<file path="config.mk">
export PLATFORM = sky130hd
export DESIGN_NAME = credit_decrementer_flat
export DESIGN_NICKNAME = d
export VERILOG_FILES = /design/src/rtl/credit_decrementer_if.sv /design/src/rtl/credit_decrementer.sv /design/src/flat_wrapper.sv
export SDC_FILE = /design/constraint.sdc
export NUM_CORES = 1
export LEC_CHECK = 0
export BUFFER_PORTS_ARGS = -buffer_cell sky130_fd_sc_hd__buf_2
export CORE_MARGIN = 3
export CORE_UTILIZATION = 53
export DETAILED_ROUTE_END_ITERATION = 8
export PLACE_DENSITY = 0.82
export RECOVER_POWER = 100
export SLEW_MARGIN = 15
export SYNTH_ARGS = -nofsm -noshare
export SYNTH_HDL_FRONTEND = slang
export SYNTH_SLANG_ARGS = --single-unit
</file>
<file path="constraint.sdc">
create_clock -name aclk -period 5.2 [get_ports aclk]
set_input_delay 0 -clock aclk [delete_from_list [all_inputs] [get_ports aclk]]
set_output_delay 0 -clock aclk [all_outputs]
set_load 0.05 [all_outputs]
</file>
<file path="src/rtl/credit_decrementer_if.sv">
// rtl/credit_decrementer_if.sv - credit request/grant and load/clear bus of credit_decrementer
interface credit_decrementer_if #(
    parameter int WIDTH = 8
);
    logic             clr;
    logic             load;
    logic [WIDTH-1:0] load_val;
    logic             dec_valid;
    logic             dec_ready;
    logic [WIDTH-1:0] out;
    logic             zero;
    logic             underflow;

    modport master (
        output clr, load, load_val, dec_valid,
        input  dec_ready, out, zero, underflow
    );

    modport slave (
        input  clr, load, load_val, dec_valid,
        output dec_ready, out, zero, underflow
    );
endinterface

</file>
<file path="src/rtl/credit_decrementer.sv">
// rtl/credit_decrementer.sv - loadable credit down-counter with valid/ready grants
// Optional DECREMENTER_WRAP_EN: grants continue past zero, wrapping with a one-cycle underflow pulse.
module credit_decrementer #(
    parameter int WIDTH = 8
) (
    input  logic                  aclk,
    input  logic                  arstn,
    credit_decrementer_if.slave   bus
);
    localparam logic [1:0] IDLE      = 2'd0;
    localparam logic [1:0] ARMED     = 2'd1;
    localparam logic [1:0] EXHAUSTED = 2'd2;

    logic [1:0]       state_q, state_d;
    logic [WIDTH-1:0] count_q, count_d;
    logic             zero_q;
    logic             underflow_q, underflow_d;
    logic             ready;
    logic             grant;

`ifdef DECREMENTER_WRAP_EN
    assign ready = (state_q == ARMED) || (state_q == EXHAUSTED);
`else
    assign ready = (state_q == ARMED);
`endif

    assign grant = bus.dec_valid && ready;

    always_comb begin
        state_d     = state_q;
        count_d     = count_q;
`ifdef DECREMENTER_WRAP_EN
        underflow_d = 1'b0;
`else
        underflow_d = underflow_q;
`endif
        if (bus.clr) begin
            state_d     = IDLE;
            count_d     = '0;
            underflow_d = 1'b0;
        end else if (bus.load) begin
            // A load discards any remaining credit and swallows a same-cycle request.
            count_d = bus.load_val;
            state_d = (bus.load_val != '0) ? ARMED : IDLE;
        end else if (grant) begin
            count_d = count_q - WIDTH'(1);
`ifdef DECREMENTER_WRAP_EN
            if (count_q == '0) begin
                underflow_d = 1'b1;
                state_d     = ARMED;
            end else if (count_q == WIDTH'(1)) begin
                state_d = EXHAUSTED;
            end
`else
            if (count_q == WIDTH'(1)) begin
                state_d = EXHAUSTED;
            end
`endif
        end else if (bus.dec_valid) begin
            underflow_d = 1'b1;
        end
    end

    always_ff @(posedge aclk or negedge arstn) begin
        if (!arstn) begin
            state_q     <= IDLE;
            count_q     <= '0;
            zero_q      <= 1'b1;
            underflow_q <= 1'b0;
        end else begin
            state_q     <= state_d;
            count_q     <= count_d;
            zero_q      <= (count_d == '0);
            underflow_q <= underflow_d;
        end
    end

    assign bus.dec_ready = ready;
    assign bus.out       = count_q;
    assign bus.zero      = zero_q;
    assign bus.underflow = underflow_q;
endmodule

</file>
<file path="src/flat_wrapper.sv">
// flat-port wrapper written by rule: the top's interface ports become plain ports
module credit_decrementer_flat 
#(
    parameter int WIDTH = 8
)
  (aclk, arstn, bus_clr, bus_load, bus_load_val, bus_dec_valid, bus_dec_ready, bus_out, bus_zero, bus_underflow);
  credit_decrementer_if #(.WIDTH(WIDTH)) bus_i ();
  input  logic aclk;
  input  logic arstn;
  input wire logic [$bits(bus_i.clr)-1:0] bus_clr;
  input wire logic [$bits(bus_i.load)-1:0] bus_load;
  input wire logic [$bits(bus_i.load_val)-1:0] bus_load_val;
  input wire logic [$bits(bus_i.dec_valid)-1:0] bus_dec_valid;
  output wire logic [$bits(bus_i.dec_ready)-1:0] bus_dec_ready;
  output wire logic [$bits(bus_i.out)-1:0] bus_out;
  output wire logic [$bits(bus_i.zero)-1:0] bus_zero;
  output wire logic [$bits(bus_i.underflow)-1:0] bus_underflow;
  assign bus_i.clr = bus_clr;
  assign bus_i.load = bus_load;
  assign bus_i.load_val = bus_load_val;
  assign bus_i.dec_valid = bus_dec_valid;
  assign bus_dec_ready = bus_i.dec_ready;
  assign bus_out = bus_i.out;
  assign bus_zero = bus_i.zero;
  assign bus_underflow = bus_i.underflow;
  credit_decrementer #(.WIDTH(WIDTH)) u_core (.aclk(aclk), .arstn(arstn), .bus(bus_i));
endmodule
</file>
==> results.cfg <==
[run]
drv_cap = 0

[yosys]
async_reset_ff_share_pct = 100
synth_top_flop_cell = dfrtp_1
netlist_instances = 80
syn_avg_cell_area_sq_um = 9.71
ys_warn_count = 0
syn_area_sq_um = 777
synth_edf_count = 0
synth-seq-cells = 12
synthesis.nets = 95
synth_seq_area_share_pct = 38.8
yosysUniqueCellTypes = 42

[critical_path]
endpoint_kind = flop
crit_chain = inv_1 > ha_1 > nand4b_1 > o31a_1 > o31ai_1 > or3b_1 > nor4_1
crit_family = simple AND/OR/NAND/NOR gates
cp.buffers_inverters = 1
slowest_stage = dfrtp_1
required_ps = 5370
crit_path_start_kind = flop
max_stage_delay_ps = 430
crit_arrival_ps = 2280
reg2reg_slack_ps = 3080
crit_type = reg2reg
worstPathMaxFanout = 5

[floorplanning]
rows = 13
core_sq_um = 1330
start_util_pct = 58.3
dieHeight_um = 44.3
dieArea_sq_um = 1960
fp.dieW_um = 44.3
ioPinCount = 24

[clock_tree]
cts_made_buffers = 3
cts_setup_buffers = 0
cts_buffer_depth = 2
root_buffer = clkbuf_4
cts_tree = built
insertion_delay_ps = 270
hold_buffers = 1
cts_resized = 0
cts.clk_slew.worst_paths_ps = 80
cts_sinks = 12
htree_levels = 1

[route]
routed_wl_um = 1800
wl_per_cell_um = 15.1
ant_nets = 0
drt_iter0_drc = 17
drtPass1Iterations = 4
drt-vias-per-instance = 5.77
drc = 0
vias = 687

[final_layout]
final_cells = 119
area_growth_pct = 14.8
n_antenna_cell = 0
drive_gt1_share_pct = 18.3
final_common_cell = clkbuf_1
nNetsFinal = 120
final_cell_mix = clkbuf_1 (13), buf_2 (11), dfrtp_1 (11)
utilization_pct = 66.9

[placement]
dpl.cell_count = 114
port_buffers = 23
hpwl_um = 1360
place_congestion = 0.790

[pwr]
power_density_nw_per_um2 = 266
irDropWorstVdd_v = 0.000150
power_w = 0.000238
p_leak_nw = 0.411

[global_routing]
grt_pass1_vias = 637
gr-total-overflow = 0
grt_pass1_wl_um = 2860
grt_start_max_net_pins = 21
grtUsageTotal_pct = 19.8
antenna_found_initial = 0

[sta]
drv_slew = 0
worstMarginPinSlew_ps = 666
rsz0062_at_grt = no
setup_viol = 0
finalCritPeriodShare_pct = 40.7
finalCriticalPeriod_ps = 2120
max_freq_ghz = 0.473
slew_headroom_pct = 55.6
setup_tns_ps = 0
finalHoldWorstSlack_ps = 10.4
hold_viol = 0
fin_skew_ps = 4.64

[min_path]
hp-class = in2reg

[status]
status = complete, no violations
[layer usage]
layer	part of all wire [%]	GRT usage [%]	up-vias
li1	-	-	343
met1	50	27.8	321
met2	45	31.4	21
met3	4.8	4.47	2
met4	0.56	3.61	0
met5	0	0	-
[logic make-up (layout without fill, tap and decap cells)]
family	Yosys count	after routing	share of synthesized area, %
adder cells (fa/ha/maj)	2	2	3.22
multiplexers	2	2	2.74
AND/OR/NAND/NOR	31	31	26.6
flip-flops	12	12	38.8
XOR/XNOR	3	3	3.38
AO/OA/AOI/OAI	17	17	17.6
buffers and inverters	13	37	7.73
[synthesized netlist by cell type (all sizes together) (2+ instances only)]
library cell  count  share of area [%]
a21oi             3                1.9
a31oi             2                1.6
buf               4                3.4
nor2b             4                3.2
xnor2             3                3.4
inv               9                4.3
nand3             2                1.3
nor3              2                1.3
a2111oi           2                3.2
nor4              3                3.2
dfrtp            11                 35
ha                2                3.2
nor2              6                2.9
or4               2                1.9
[state kept, by name (all words and copies together) (netlist names)]
register / flops
u_core.bus.out: 8
u_core.state_q: 2
u_core.bus.underflow: 1
u_core.bus.zero: 1
[worst paths after layout]
path / start / to / cells after the start
max: u_core.bus.out[0]$_DFF_PN0_ / u_core.bus.zero$_DFF_PN1_ / 7
max in group asynchronous: arstn / u_core.bus.out[6]$_DFF_PN0_ / 2
min reg2reg: u_core.bus.underflow$_DFFE_PN0P_ / u_core.bus.underflow$_DFFE_PN0P_ / 2
max reg2reg: u_core.bus.out[0]$_DFF_PN0_ / u_core.bus.zero$_DFF_PN1_ / 7
min: bus_load_val[1] / u_core.bus.out[1]$_DFF_PN0_ / 2
min in group asynchronous: arstn / u_core.bus.out[1]$_DFF_PN0_ / 2
[area by class of cell]
cell class	instances	area, sq um
fillers	124	442
multi-input cells	55	402
clock buffers	4	26.3
flip-flops and latches	12	302
inverters	9	33.8
repair buffers	24	110
well taps	15	18.8
[through the flow]
step	cell area (sq um)	setup WS (ps)
after floorplan	777	3100
after global placement	885	3300
after detailed placement	885	3160
after CTS	921	3140
after global routing	892	2960
final	892	3080
[worst register-to-register path: cells and delay by family, from the launching register on]
kind	cells	cell delay, ps
and+or+nand+nor	3	790
AOI/OAI and AO/OA	2	530
DFF	1	430
adders and majority gates	1	180
buffers and inverters	1	80
[power by group]
part / switching, W / leakage (nW) / internal, W
clock network: 0.0000308 / 0.0150 / 0.0000297
registers: 0.00000744 / 0.155 / 0.000100
logic: 0.0000484 / 0.241 / 0.0000211
total: 0.0000866 / 0.411 / 0.000151
Power figures use the tool's default switching activity.
